### src/rtl/ps2_host_tx_pkg.sv
// PS/2 host transmitter shared definitions: command bytes and frame layout.
package ps2_host_tx_pkg;

    localparam logic [7:0] PS2_CMD_SET_LEDS = 8'hED;
    localparam logic [7:0] PS2_CMD_ECHO     = 8'hEE;
    localparam logic [7:0] PS2_CMD_RESET    = 8'hFF;

    // Data bits, parity and stop; the start bit is the held-low data line itself.
    localparam int unsigned PS2_FRAME_BITS = 10;

    typedef struct packed {
        logic       stop;
        logic       parity;
        logic [7:0] data;
    } ps2_frame_t;

    // Build the shifted-out frame: odd parity over the byte, stop bit released high.
    function automatic ps2_frame_t ps2_make_frame(input logic [7:0] data);
        ps2_frame_t f;
        f.stop   = 1'b1;
        f.parity = ~^data;
        f.data   = data;
        return f;
    endfunction

endpackage

### src/rtl/ps2_line_filter.sv
// Synchroniser plus stability filter for one raw PS/2 line, with a falling-edge strobe.
module ps2_line_filter #(
    parameter int unsigned FILTER_LEN = 8
) (
    input  logic clk28,
    input  logic rst_n,
    input  logic line_in,
    output logic level,
    output logic fall
);

    localparam int unsigned CNT_W = $clog2(FILTER_LEN + 1);

    logic [1:0]       sync_q;
    logic [CNT_W-1:0] stable_cnt;

    // Two-flop synchroniser; idle line is high.
    always_ff @(posedge clk28) begin
        if (!rst_n) begin
            sync_q <= 2'b11;
        end else begin
            sync_q <= {sync_q[0], line_in};
        end
    end

    // Accept a new level only after FILTER_LEN consecutive differing samples.
    always_ff @(posedge clk28) begin
        if (!rst_n) begin
            stable_cnt <= '0;
            level      <= 1'b1;
            fall       <= 1'b0;
        end else begin
            fall <= 1'b0;
            if (sync_q[1] == level) begin
                stable_cnt <= '0;
            end else if (stable_cnt == CNT_W'(FILTER_LEN - 1)) begin
                level      <= sync_q[1];
                stable_cnt <= '0;
                fall       <= level;
            end else begin
                stable_cnt <= stable_cnt + CNT_W'(1);
            end
        end
    end

endmodule

### src/rtl/ps2_host_tx.sv
// Host-to-device PS/2 transmitter: inhibit, request-to-send, clock out one frame, check the ack.
module ps2_host_tx
    import ps2_host_tx_pkg::*;
#(
    parameter int unsigned CLK_FREQ         = 28_000_000,
    parameter int unsigned INHIBIT_US       = 100,
    parameter int unsigned START_TIMEOUT_MS = 15,
    parameter int unsigned XFER_TIMEOUT_MS  = 2,
    parameter int unsigned FILTER_LEN       = 8
) (
    input  logic       clk28,
    input  logic       rst_n,
    input  logic [7:0] tx_data,
    input  logic       tx_valid,
    output logic       tx_ready,
    output logic       tx_done,
    output logic       tx_error,
    output logic       busy,
    input  logic       ps2_clk_in,
    input  logic       ps2_dat_in,
    output logic       ps2_clk_oe,
    output logic       ps2_dat_oe
);

    localparam int unsigned INHIBIT_CYC = CLK_FREQ / 1_000_000 * INHIBIT_US;
    localparam int unsigned START_CYC   = CLK_FREQ / 1_000 * START_TIMEOUT_MS;
    localparam int unsigned XFER_CYC    = CLK_FREQ / 1_000 * XFER_TIMEOUT_MS;
    localparam int unsigned MAX_CYC     = (START_CYC > XFER_CYC)
                                        ? ((START_CYC > INHIBIT_CYC) ? START_CYC : INHIBIT_CYC)
                                        : ((XFER_CYC > INHIBIT_CYC) ? XFER_CYC : INHIBIT_CYC);
    localparam int unsigned TIMER_W     = $clog2(MAX_CYC);
    localparam int unsigned BITCNT_W    = 4;

    typedef enum logic [2:0] {
        IDLE,
        INHIBIT,
        START,
        WAIT_CLK,
        XFER,
        ACK,
        RECOVER
    } state_t;

    state_t                    state_q, state_d;
    logic [TIMER_W-1:0]        timer_q, timer_d;
    logic [BITCNT_W-1:0]       bitcnt_q, bitcnt_d;
    logic [PS2_FRAME_BITS-1:0] shreg_q, shreg_d;
    logic                      clk_oe_d, dat_oe_d;
    logic                      done_d, abort, ready_d, busy_d;
    logic                      xfer_expired;

    logic clk_level, clk_fall;
    logic dat_level, dat_fall_unused;

    ps2_line_filter #(.FILTER_LEN(FILTER_LEN)) u_clk_filter (
        .clk28   (clk28),
        .rst_n   (rst_n),
        .line_in (ps2_clk_in),
        .level   (clk_level),
        .fall    (clk_fall)
    );

    ps2_line_filter #(.FILTER_LEN(FILTER_LEN)) u_dat_filter (
        .clk28   (clk28),
        .rst_n   (rst_n),
        .line_in (ps2_dat_in),
        .level   (dat_level),
        .fall    (dat_fall_unused)
    );

    assign xfer_expired = (timer_q == TIMER_W'(XFER_CYC - 1));

    // Next-state and registered-output decode.
    always_comb begin
        state_d  = state_q;
        timer_d  = timer_q;
        bitcnt_d = bitcnt_q;
        shreg_d  = shreg_q;
        clk_oe_d = ps2_clk_oe;
        dat_oe_d = ps2_dat_oe;
        done_d   = 1'b0;
        abort    = 1'b0;

        case (state_q)
            IDLE: begin
                if (tx_valid && tx_ready) begin
                    shreg_d  = ps2_make_frame(tx_data);
                    timer_d  = '0;
                    bitcnt_d = '0;
                    clk_oe_d = 1'b1;
                    dat_oe_d = 1'b0;
                    state_d  = INHIBIT;
                end
            end
            INHIBIT: begin
                // One cycle of the hold is spent in START, so leave a cycle early.
                if (timer_q == TIMER_W'(INHIBIT_CYC - 2)) begin
                    timer_d  = '0;
                    dat_oe_d = 1'b1;
                    state_d  = START;
                end else begin
                    timer_d = timer_q + TIMER_W'(1);
                end
            end
            START: begin
                clk_oe_d = 1'b0;
                timer_d  = '0;
                state_d  = WAIT_CLK;
            end
            WAIT_CLK: begin
                if (clk_fall) begin
                    timer_d  = '0;
                    dat_oe_d = ~shreg_q[0];
                    bitcnt_d = BITCNT_W'(1);
                    state_d  = XFER;
                end else if (timer_q == TIMER_W'(START_CYC - 1)) begin
                    abort = 1'b1;
                end else begin
                    timer_d = timer_q + TIMER_W'(1);
                end
            end
            XFER: begin
                if (xfer_expired) begin
                    abort = 1'b1;
                end else begin
                    timer_d = timer_q + TIMER_W'(1);
                    if (clk_fall) begin
                        dat_oe_d = ~shreg_q[bitcnt_q];
                        bitcnt_d = bitcnt_q + BITCNT_W'(1);
                        if (bitcnt_q == BITCNT_W'(PS2_FRAME_BITS - 1)) begin
                            state_d = ACK;
                        end
                    end
                end
            end
            ACK: begin
                if (xfer_expired) begin
                    abort = 1'b1;
                end else begin
                    timer_d = timer_q + TIMER_W'(1);
                    if (clk_fall) begin
                        if (!dat_level) begin
                            state_d = RECOVER;
                        end else begin
                            abort = 1'b1;
                        end
                    end
                end
            end
            RECOVER: begin
                if (xfer_expired) begin
                    abort = 1'b1;
                end else begin
                    timer_d = timer_q + TIMER_W'(1);
                    if (clk_level && dat_level) begin
                        done_d  = 1'b1;
                        state_d = IDLE;
                    end
                end
            end
            default: begin
                state_d = IDLE;
            end
        endcase

        if (abort) begin
            clk_oe_d = 1'b0;
            dat_oe_d = 1'b0;
            state_d  = IDLE;
        end

        // Ready only once IDLE has been held for a cycle, i.e. after the done/error pulse.
        ready_d = (state_d == IDLE) && (state_q == IDLE);
        busy_d  = (state_d != IDLE);
    end

    // State and output registers; reset releases both lines immediately.
    always_ff @(posedge clk28) begin
        if (!rst_n) begin
            state_q    <= IDLE;
            timer_q    <= '0;
            bitcnt_q   <= '0;
            shreg_q    <= '0;
            ps2_clk_oe <= 1'b0;
            ps2_dat_oe <= 1'b0;
            tx_done    <= 1'b0;
            tx_error   <= 1'b0;
            tx_ready   <= 1'b1;
            busy       <= 1'b0;
        end else begin
            state_q    <= state_d;
            timer_q    <= timer_d;
            bitcnt_q   <= bitcnt_d;
            shreg_q    <= shreg_d;
            ps2_clk_oe <= clk_oe_d;
            ps2_dat_oe <= dat_oe_d;
            tx_done    <= done_d;
            tx_error   <= abort;
            tx_ready   <= ready_d;
            busy       <= busy_d;
        end
    end

endmodule

### config.mk
export PLATFORM = sky130hd
export DESIGN_NAME = ps2_host_tx
export DESIGN_NICKNAME = d
export VERILOG_FILES = /design/src/rtl/ps2_host_tx_pkg.sv /design/src/rtl/ps2_line_filter.sv /design/src/rtl/ps2_host_tx.sv
export SDC_FILE = /design/constraint.sdc
export NUM_CORES = 1
export LEC_CHECK = 0
export ABC_CLOCK_PERIOD_IN_PS = 5100
export BUFFER_PORTS_ARGS = -buffer_cell sky130_fd_sc_hd__buf_4
export CAP_MARGIN = 20
export CORE_MARGIN = 10
export CORE_UTILIZATION = 56
export CTS_BUF_LIST = sky130_fd_sc_hd__clkbuf_16
export CTS_CLUSTER_DIAMETER = 50
export DETAILED_ROUTE_END_ITERATION = 8
export GPL_ROUTABILITY_DRIVEN = 0
export PLACE_DENSITY = 0.74
export SETUP_SLACK_MARGIN = 0.5
export SLEW_MARGIN = 0
export SYNTH_ARGS = -nofsm -noshare
export SYNTH_HDL_FRONTEND = slang
export SYNTH_HIERARCHICAL = 1
export SYNTH_SLANG_ARGS = --single-unit
export TNS_END_PERCENT = 100
### constraint.sdc
create_clock -name clk28 -period 5.1 [get_ports clk28]
set_input_delay 0.51 -clock clk28 [delete_from_list [all_inputs] [get_ports clk28]]
set_output_delay 0.51 -clock clk28 [all_outputs]
set_load 0.01 [all_outputs]
-- Word level (Yosys, flattened, before mapping)
Cells that the tools add are included.
- add/sub/neg operators: 4
- order comparisons: 1
- equal/unequal tests: 21
- muxes and demuxes: 42
- bitwise logic cells: 7
- reductions and logical operators: 25
- operators with widths (cell ; number):
    19-bit 2-to-1 mux ; 5
    19-bit case mux with 5 select lines ; 1
    3-bit 2-to-1 mux ; 12
    3-bit case mux with 7 select lines ; 1
    19-bit by 1-bit adder with 19-bit output (second input constant) ; 1
    19-bit by 12-bit equality test with 1-bit output (second input constant) ; 1
    19-bit by 16-bit equality test with 1-bit output (second input constant) ; 1
    19-bit equality test (second input constant) ; 1
    4-bit 2-to-1 mux ; 4
    3-bit OR reduction ; 5
    1-bit 2-to-1 mux ; 14
    4-bit by 1-bit adder with 4-bit output (second input constant) ; 3
    4-bit case mux with 3 select lines ; 1
    3-bit equality test (second input constant) ; 3
    4-bit by 3-bit equality test with 1-bit output (second input constant) ; 2
    2-bit inequality test (second input constant) ; 4
    2-bit AND reduction ; 4
    8-bit XNOR reduction ; 1
    1-bit NOT ; 7
    3-bit by 2-bit equality test with 1-bit output (second input constant) ; 2
    3-bit zero test ; 2
    6-bit AND reduction ; 1
    3-bit nonzero test ; 2
    4-bit by 5-bit less-than comparator with 1-bit output (second input constant) ; 1
    16 further kinds ; 21
- flip-flop bits (word level): 57
- bits of input ports: 13
- output and inout port bits: 6
- logic and storage cells: 117

-- Depth between registers and ports, before layout
Gate-level depths: netlist (run 1).
- word-level depth: 8
- gate-level depth with buffers: 10
- gate-level depth less buffers: 8

-- Hierarchy
The synthesis (run 1) kept the hierarchy.
- modules (own cells, without submodules) (module ; times used ; cells an instance ; area each (um^2) ; seq. area each (um^2)):
    ps2_host_tx ; 1 ; 301 ; 2519.9 ; 840.8
    ps2_line_filter ; 2 ; 26 ; 274.0 ; 160.2

-- Worst setup path after synthesis (run 1)
Ideal clock, no wire load.
- path kind: reg2reg
- from: reg timer_q[8]
- to: reg timer_q[15]
- setup time: 0.114 ns
- arrival time: 2.099 ns
- required time: 4.986 ns
- path slack: 2.887 ns
- stages on the path, launching flop included: 8
- path buffers: 1
- period minus slack after synthesis: 2.213 ns
- cell sequence: dfxtp_1 buf_6 or4b_4 nand4bb_4 o41ai_4 nor4_2 a22o_1 a21o_1
- longest elaborated chain between the ends: 4
- elaborated cells between the ends (all ways): 12
- those cells by class: add/sub (1); eq/ne (5); mux (5); reduce/logical (1)
- RTL lines (element ; RTL line ; RTL):
    start: declaration ; ps2_host_tx.sv:45 ; logic [TIMER_W-1:0] timer_q, timer_d;
    start signal: assignment ; ps2_host_tx.sv:192 ; timer_q <= timer_d;
    19-bit by 1-bit adder with 19-bit output ; - ;
    19-bit 2-to-1 mux ; ps2_host_tx.sv:116 ; end else if (timer_q == TIMER_W'(START_CYC - 1)) begin
    19-bit 2-to-1 mux ; ps2_host_tx.sv:111 ; if (clk_fall) begin
    19-bit case mux with 5 select lines ; ps2_host_tx.sv:84 ; case (state_q)
Parallel ways exist; a longest one is shown, timed or not. The select of a mux whose other input is x is not followed.
A chain may end at the register's enable or synchronous reset.

-- Worst setup path in the final report (run 1)
- from: reg state_q[2]
- to: reg timer_q[11]
- longest elaborated chain between the ends: 4
- elaborated cells between the ends (all ways): 14
- those cells by class: eq/ne (9); mux (1); reduce/logical (4)
- RTL lines (element ; RTL line ; RTL):
    start: declaration ; ps2_host_tx.sv:44 ; state_t state_q, state_d;
    start signal: assignment ; ps2_host_tx.sv:191 ; state_q <= state_d;
    3-bit equality test ; ps2_host_tx.sv:84 ;
    3-bit OR reduction (no line) ; - ;
    5-bit nonzero test (no line) or 2-bit inequality test (tied branches) ; - ;
    4-bit AND reduction (no line) ; - ;
Parallel ways exist; a longest one is shown, timed or not.

==> results of run 1 <==
worst max-delay path, cell delays in order, from the launching register on:
cell	delay, ns
dfxtp_1	0.86
nor3_1	0.16
a21oi_1	0.68
or3b_2	0.61
o21ai_2	0.50
nor2_1	0.11
layer usage:
metal  vias to the layer above  global-route usage (%)  share of wire [%]
met5                         -                       0                  0
met4                         0                    7.22                1.8
met3                        15                    3.60                4.1
met2                        53                    26.2                 49
met1                      1190                    18.6                 45
li1                       1268                       -                  -
flip-flops by register name, indices dropped and copies added, names as in the netlist, 2 cells and up:
signal                   count
timer_q                     19
u_clk_filter/stable_cnt      4
bitcnt_q                     4
state_q                      3
u_dat_filter/sync_q          2
shreg_q                     10
u_clk_filter/sync_q          2
u_dat_filter/stable_cnt      4
worst paths after layout:
check	slack, ns	to	cells past startpoint
hold reg to reg	0.40	u_dat_filter/sync_q[1]	1
hold / removal	0.37	u_clk_filter/sync_q[0]	2
setup reg to reg	2.03	timer_q[11]	5
setup / recovery	2.03	timer_q[11]	5
cell usage in the layout, fill, tap and decap left out, drive strengths merged, types with 3 or more instances in the layout:
master / count
and3: 9
nand2b: 10
nor2b: 14
buf: 19
or3: 3
nor3: 20
o221a: 4
nand2: 36
xor2: 8
nor4: 9
inv: 8
mux2i: 14
a21oi: 13
xnor2: 18
a22o: 3
o21ai: 9
nor2: 32
ha: 6
and4: 4
and2: 3
nand4: 9
clkinv: 3
nand3: 16
clkbuf: 9
dfxtp: 57
stage by stage:
stage / cells / hold WS [ns] / total power, uW / worst slack (ns) / cell area (um2)
3_5_place_dp: 420 / 0.392 / 580 / 2.10 / 3170
3_3_place_gp: 419 / 0.395 / 577 / 2.19 / 3160
4_1_cts: 436 / 0.371 / 1140 / 2.07 / 3450
6_report: 436 / 0.373 / 1130 / 2.03 / 3450
5_1_grt: 436 / 0.373 / 1170 / 1.78 / 3450
2_1_floorplan: 350 / 0.386 / 552 / 2.89 / 3040
layout make-up:
class	instances	area [um2]	area share, %
multi-input combinational	269	1780	51.6
sequential	57	1140	33.1
clock buffer	9	225	6.52
timing repair buffer	19	143	4.13
tap	70	87.6	2.54
clock inverter	7	55.1	1.59
inverter	5	18.8	0.544
power breakdown:
| group | internal [uW] | switching [uW] |
|---|---|---|
| clock | 368 | 192 |
| sequential | 461 | 12.6 |
| combinational | 47.8 | 51.4 |
==> results.yml, run 1 <==
outcome:
  status: "finished clean"
clock_network:
  cts_tree: "built"
  post_cts_buffers: 0
  path_clk_slew_ns: 0.05
  cts.sinks: 57
  post_cts_resized: 0
  clock-root-buffer: "clkbuf_16"
  clk_path_buf_depth: 2
  cts_hold_buf: 0
  numCtsBuffers: 9
  clk_latency_ns: 0.32
  htreeDepth: 3
critical_path:
  cp_max_fo: 26
  worstPathRequired_ns: 5.28
  endpoint_kind: "flip-flop"
  arrival_ns: 3.26
  r2r-start: "state_q[2]"
  critPathLaunch: "state_q[2]"
  path_class: "flip-flop to flip-flop"
  startpoint_type: "flip-flop"
detailed_routing:
  routed_via_density: 5.79
  vias: 2526
  detail-route-antenna-nets: 0
  routedWlPerCell_um: 14.9
  drt-total-wl_um: 6480
  drc: 0
  firstDrtPassIters: 4
  first_iter_violations: 232
power_and_ir_drop:
  power.density_mw_per_mm2: 328
  ir_worst_vdd_mv: 0.182
  p_leak_uw: 0.00131
layout:
  utilization_pct: 66.7
  final_layout_size_suffix_gt1_share_pct: 13.9
  synthToLayoutAreaGrowth_pct: 13.6
  nets: 380
  antenna_cells: 0
  fillers: 442
sta:
  timing.final.crit_share_pct: 60.3
  period_needed_ns: 3.07
  final-max-slew-violation-count: 0
  fin_worst_skew_ns: 0.00596
  fin_setup_tns_ns: 0
  setup_viol: 0
  rsz0062_at_grt: "false"
  hold_viol: 0
  max_slew_margin_pct: 44.0
  tightest_slew_ns: 0.839
  max_freq_ghz: 0.325
synth:
  synth_area_per_cell_um2: 8.68
  ys_warn_count: 6
  synth_cells: 350
  synth_nets: 369
  syn-cell-area_mm2: 0.00304
place:
  hpwl_um: 4550
  port_buffers: 18
floorplanning:
  die_x_um: 93.7
  start_util_pct: 58.8
  ios: 19
  die_area_mm2: 0.00877
  core_mm2: 0.00517
  die_height_um: 93.7
  fp-row-count: 26
min_path:
  hold_start: "ps2_clk_in"
  worst_hold_path_type: "primary input to flip-flop"
global_routing:
  grt_first_pass_wirelength_um: 11300
  antenna_found_initial: 0
  grt_pass1_vias: 2442
  grt_overflow: 0
  grt_max_degree: 37
  grt_usage_pct: 15.7
job:
  drv_cap: 0
Note: power is estimated with default switching activity, not from simulation.
==> run 2: changes to the inputs <==
--- a/config.mk
+++ b/config.mk
@@ -5,7 +5,8 @@
 export SDC_FILE = /design/constraint.sdc
 export NUM_CORES = 1
 export LEC_CHECK = 0
-export ABC_CLOCK_PERIOD_IN_PS = 5100
+export ABC_AREA = 1
+export ABC_CLOCK_PERIOD_IN_PS = 3200
 export BUFFER_PORTS_ARGS = -buffer_cell sky130_fd_sc_hd__buf_4
 export CAP_MARGIN = 20
 export CORE_MARGIN = 10
==> constraint.sdc (replaced) <==
create_clock -name clk28 -period 3.2 [get_ports clk28]
set_input_delay 0.32 -clock clk28 [delete_from_list [all_inputs] [get_ports clk28]]
set_output_delay 0.32 -clock clk28 [all_outputs]
set_load 0.01 [all_outputs]
==> run 2 against run 1 <==
Die area grew 12%; synthesized area grew 16%; via count grew 39%; flip-flop and latch count is the same; register-to-register slack lost 1.0 ns.
==> results.yml, run 2 <==
job:
  drv_cap: 0
place:
  hpwl_um: 6400
  dp_cells: 624
  port_buffers: 18
layout:
  fillers: 534
  final_common_cell: "nand2_1"
  antenna_cells: 0
  nets: 579
  top_regs: "timer_q: 19 flops, shreg_q: 10 flops"
  final_cells: 640
  final_layout_size_suffix_gt1_share_pct: 13.8
  synthToLayoutAreaGrowth_pct: 13.7
  layout_common_cells: "nand2_1, nor2_1, nand3_1, inv_1, dfxtp_1"
  register_area_mm2: 0.00114
  utilization_pct: 66.4
  largest_register_ffs: 19
  regMostFlops: "timer_q"
  multi_input_area_mm2: 0.00204
sta:
  fin_worst_skew_ns: 0.00362
  setup_viol: 0
  hold_viol: 0
  tightest_slew_ns: 0.880
  max_slew_margin_pct: 41.3
  fin_setup_tns_ns: 0
  max_freq_ghz: 0.453
  period_needed_ns: 2.21
  rsz0062_at_grt: "false"
  whs_ns: 0.179
  final-max-slew-violation-count: 0
  timing.final.crit_share_pct: 68.9
power_and_ir_drop:
  power.density_mw_per_mm2: 484
  ir_worst_vdd_mv: 0.406
  finalPower_uw: 1930
  p_leak_uw: 0.00171
floorplanning:
  core_mm2: 0.00603
  fp-row-count: 28
  start_util_pct: 58.4
  die_x_um: 99.3
  ios: 19
  die_height_um: 99.3
  die_area_mm2: 0.00985
clock_network:
  cts_hold_buf: 0
  post_cts_resized: 0
  cts_tree: "built"
  post_cts_buffers: 0
  numCtsBuffers: 9
  path_clk_slew_ns: 0.05
  clk_path_buf_depth: 2
  clock-root-buffer: "clkbuf_16"
  clk_latency_ns: 0.33
  cts.sinks: 57
  htreeDepth: 3
critical_path:
  slowest_delay_ns: 0.48
  r2r-start: "timer_q[0]"
  regToRegEndpoint: "timer_q[13]"
  worstPathRequired_ns: 3.42
  crit_chain: "ha_1 -> nand2_2 -> nor2_2 -> inv_2 -> nor2_2 -> nand3_2 -> nand2_2 -> nor2_4 -> nand2_4 -> inv_2 -> a21oi_1 -> nor2_1"
  cp_max_fo: 16
  rr_worst_depth: 12
  arrival_ns: 2.43
  startpoint_type: "flip-flop"
  path_class: "flip-flop to flip-flop"
  crit_family: "simple AND/OR/NAND/NOR gates"
  cp_num_cells: 12
  cp.buffers_inverters: 2
  critPathLaunch: "timer_q[0]"
  endpoint_kind: "flip-flop"
  critPathCapture: "timer_q[13]"
  slowest_stage: "dfxtp_1"
  rrSetupSlack_ns: 0.99
synth:
  synth_nets: 560
  synth_cells: 541
  syn-cell-area_mm2: 0.00352
  ys_warn_count: 6
  synth_area_per_cell_um2: 6.50
global_routing:
  grt_overflow: 0
  grt_usage_pct: 17.4
  grt_pass1_vias: 3196
  antenna_found_initial: 0
  grt_first_pass_wirelength_um: 14300
  grt_max_degree: 24
detailed_routing:
  drc: 0
  first_iter_violations: 221
  routedWlPerCell_um: 13.6
  firstDrtPassIters: 5
  drt-total-wl_um: 8730
  routed_via_density: 5.49
  vias: 3511
  detail-route-antenna-nets: 0
outcome:
  status: "finished clean"
min_path:
  worst_hold_path_type: "primary input to flip-flop"
## run 2: report_power, final
part / internal, uW / total, uW / switching (uW)
clock network: 672 / 1010 / 338
registers: 737 / 754 / 17.1
logic: 61.2 / 170 / 109
total: 1470 / 1930 / 464
## run 2: cell type report
type	count	area share, %
multi-input combinational	403	51.1
clock inverter	7	2.13
inverter	69	6.48
clock buffer	9	5.63
tap	75	2.35
sequential	57	28.5
timing repair buffer	20	3.75
## run 2: metal layers
metal | track usage, % | vias to the layer above | routed length [um]
met5 | 0 | - | 0
met4 | 9.15 | 0 | 282
met3 | 5.61 | 27 | 619
met2 | 26.4 | 127 | 3910
met1 | 21.3 | 1553 | 3920
li1 | - | 1804 | -
## run 2: worst register-to-register path, delay by kind of cell (launching register included)
family                   cells  cell delay, ns
flip-flops                   1            0.48
AND/OR/NAND/NOR              8            0.96
adder cells (fa/ha/maj)      1            0.32
AO/OA/AOI/OAI                1            0.15
buffers and inverters        2            0.20
## run 2: worst min-delay path by stage
| stage | start | endpoint | slack (ns) | cells after the start |
|---|---|---|---|---|
| floorplan | u_clk_filter/sync_q[0] | u_clk_filter/sync_q[1] | 0.39 | 1 |
| global placement | u_clk_filter/sync_q[0] | u_clk_filter/sync_q[1] | 0.39 | 1 |
| detailed placement | u_clk_filter/sync_q[0] | u_clk_filter/sync_q[1] | 0.40 | 1 |
| CTS | ps2_clk_in | u_clk_filter/sync_q[0] | 0.17 | 2 |
| global route | ps2_clk_in | u_clk_filter/sync_q[0] | 0.18 | 2 |
| finish | ps2_clk_in | u_clk_filter/sync_q[0] | 0.18 | 2 |
## run 2: metrics by stage
stage | worst slack (ns) | area (um2)
after global routing | 0.800 | 4000
final | 0.994 | 4000
after global placement | 1.08 | 3690
after floorplan | 1.50 | 3520
after CTS | 1.00 | 4000
after detailed placement | 1.02 | 3690
==> run 3: changes to the inputs <==
--- a/config.mk
+++ b/config.mk
@@ -6,7 +6,7 @@
 export NUM_CORES = 1
 export LEC_CHECK = 0
 export ABC_AREA = 1
-export ABC_CLOCK_PERIOD_IN_PS = 3200
+export ABC_CLOCK_PERIOD_IN_PS = 2100
 export BUFFER_PORTS_ARGS = -buffer_cell sky130_fd_sc_hd__buf_4
 export CAP_MARGIN = 20
 export CORE_MARGIN = 10
==> constraint.sdc (replaced) <==
create_clock -name clk28 -period 2.1 [get_ports clk28]
set_input_delay 0.21 -clock clk28 [delete_from_list [all_inputs] [get_ports clk28]]
set_output_delay 0.21 -clock clk28 [all_outputs]
set_load 0.01 [all_outputs]
==> run 3 against run 2 <==
Sequential share of layout area fell by 3.3 points; critical endpoint is now timer_q[16]; utilization up 11 points; final cell count up 5.3%; wire length grew 19%.
==> results.yml, run 3 (same netlist as run 2, synthesis figures left out) <==
floorplanning:
  die_x_um: 99.3
  start_util_pct: 58.4
  fp-row-count: 28
  die_height_um: 99.3
  die_area_mm2: 0.00985
  ios: 19
  core_mm2: 0.00603
critical_path:
  slowest_stage: "dfxtp_1"
  cp_max_fo: 5
  worstPathRequired_ns: 2.32
  cp.buffers_inverters: 3
  r2r-start: "timer_q[13]"
  path_class: "flip-flop to flip-flop"
  slowest_delay_ns: 0.35
  arrival_ns: 1.97
  regToRegEndpoint: "timer_q[16]"
  endpoint_kind: "flip-flop"
  rrSetupSlack_ns: 0.35
  crit_family: "simple AND/OR/NAND/NOR gates"
  crit_chain: "inv_1 -> nand2_1 -> nor2_2 -> nand3_2 -> nor3_4 -> nor2_4 -> buf_4 -> buf_6 -> nand3_1 -> a21oi_2"
  rr_worst_depth: 10
  critPathLaunch: "timer_q[13]"
  startpoint_type: "flip-flop"
detailed_routing:
  drt-total-wl_um: 10400
  drc: 0
  first_iter_violations: 260
  vias: 3851
  routed_via_density: 5.71
  firstDrtPassIters: 5
  detail-route-antenna-nets: 0
  routedWlPerCell_um: 15.4
clock_network:
  clk_path_buf_depth: 2
  cts_hold_buf: 0
  clk_latency_ns: 0.33
  clock-root-buffer: "clkbuf_16"
  htreeDepth: 3
  numCtsBuffers: 9
  path_clk_slew_ns: 0.05
  cts_tree: "built"
  cts.sinks: 57
global_routing:
  met2_usage_pct: 32.8
  grt_pass1_vias: 3588
  busiest_layer: "met2"
  antenna_found_initial: 0
  met1_usage_pct: 23.0
  gr-usage-met3_pct: 4.22
  grt_max_degree: 24
  grt_first_pass_wirelength_um: 16300
  grt_usage_pct: 19.5
  grt_overflow: 0
sta:
  fin_worst_skew_ns: 0.00495
  hold_viol: 0
  max_slew_margin_pct: 74.8
  rsz0062_at_grt: "true"
  final-max-slew-violation-count: 0
  max_freq_ghz: 0.572
  tightest_slew_ns: 0.377
  fin_setup_tns_ns: 0
  timing.final.crit_share_pct: 83.2
  period_needed_ns: 1.75
  setup_viol: 0
  whs_ns: 0.0676
power_and_ir_drop:
  power.density_mw_per_mm2: 678
  finalPower_uw: 3160
  ir_worst_vdd_mv: 0.601
  p_leak_uw: 0.00203
outcome:
  status: "finished clean"
layout:
  final_cell_area_mm2: 0.00466
  top_regs: "timer_q: 19 flops, shreg_q: 10 flops"
  nets: 613
  layout_common_cells: "nand2_1, nand3_1, inv_1, nor2_1, buf_4"
  final_cells: 674
  synthToLayoutAreaGrowth_pct: 32.6
  final_common_cell: "nand2_1"
  largest_register_ffs: 19
  final_layout_size_suffix_gt1_share_pct: 31.4
  regMostFlops: "timer_q"
  fillers: 429
  antenna_cells: 0
place:
  post_dp_cell_area_mm2: 0.00377
  hpwl_um: 6500
  dp_cells: 632
  port_buffers: 18
min_path:
  worst_hold_path_type: "primary input to flip-flop"
  whs_endpoint: "u_dat_filter/sync_q[0]"
  hold_start: "ps2_dat_in"
  hold_depth: 2
job:
  drv_cap: 0
run 3: cell types whose count changed in the layout (fill, tap and decap cells not counted), moves of 9 or more:
cell / before / now
nand2_1: 121 / 107
nand3_1: 69 / 60
buf_4: 20 / 48
nand3_2: 6 / 15
nor2_1: 72 / 59
dfxtp_2: 0 / 12
dfxtp_1: 57 / 39
run 3: final cells by class:
cell class	count	area (um2)	share of cell area, %
flip-flops and latches	57	1180	25.3
clock buffers	9	225	4.83
multi-input cells	403	2330	50.1
inverters	69	270	5.80
well taps	75	93.8	2.01
repair buffers	54	450	9.66
clock inverters	7	110	2.36
run 3: worst max-delay path by stage:
stage               slack (ns)          end  cells past startpoint
detailed placement        0.22  timer_q[13]                     10
CTS                       0.42   timer_q[2]                     12
finish                    0.35  timer_q[16]                     10
global route              0.26  timer_q[14]                     11
floorplan                 0.50   timer_q[1]                     10
global placement          0.25  timer_q[13]                     12
run 3: worst register-to-register path: stages, from the launching register on:
cell	delay, ns
dfxtp_1	0.35
inv_1	0.15
nand2_1	0.09
nor2_2	0.18
nand3_2	0.13
nor3_4	0.19
nor2_4	0.10
buf_4	0.15
buf_6	0.12
nand3_1	0.11
a21oi_2	0.07
run 3: metrics by stage:
step | utilization [%] | setup WS [ns]
CTS | 71.4 | 0.423
global route | 77.4 | 0.257
global placement | 62.6 | 0.249
finish | 77.4 | 0.352
floorplan | - | 0.503
detailed placement | 62.6 | 0.224
run 3: report_power, final:
group          leakage, uW  switching (uW)  internal [uW]
clock network     0.000164             500           1150
registers         0.000475            22.9           1120
logic              0.00139             217            158
run 3: layer usage:
layer  part of all wire [%]  wire length (um)
met4                    3.7               385
met1                     42              4360
met3                    6.3               656
met5                      0                 0
met2                     48              5000
run 3: timing repair:
item,4_1_cts,5_1_grt
setup buffers,7,17
gates cloned,1,1
endpoints found under the setup margin,37,35
pin swaps,9,26
gates resized for setup,40,65
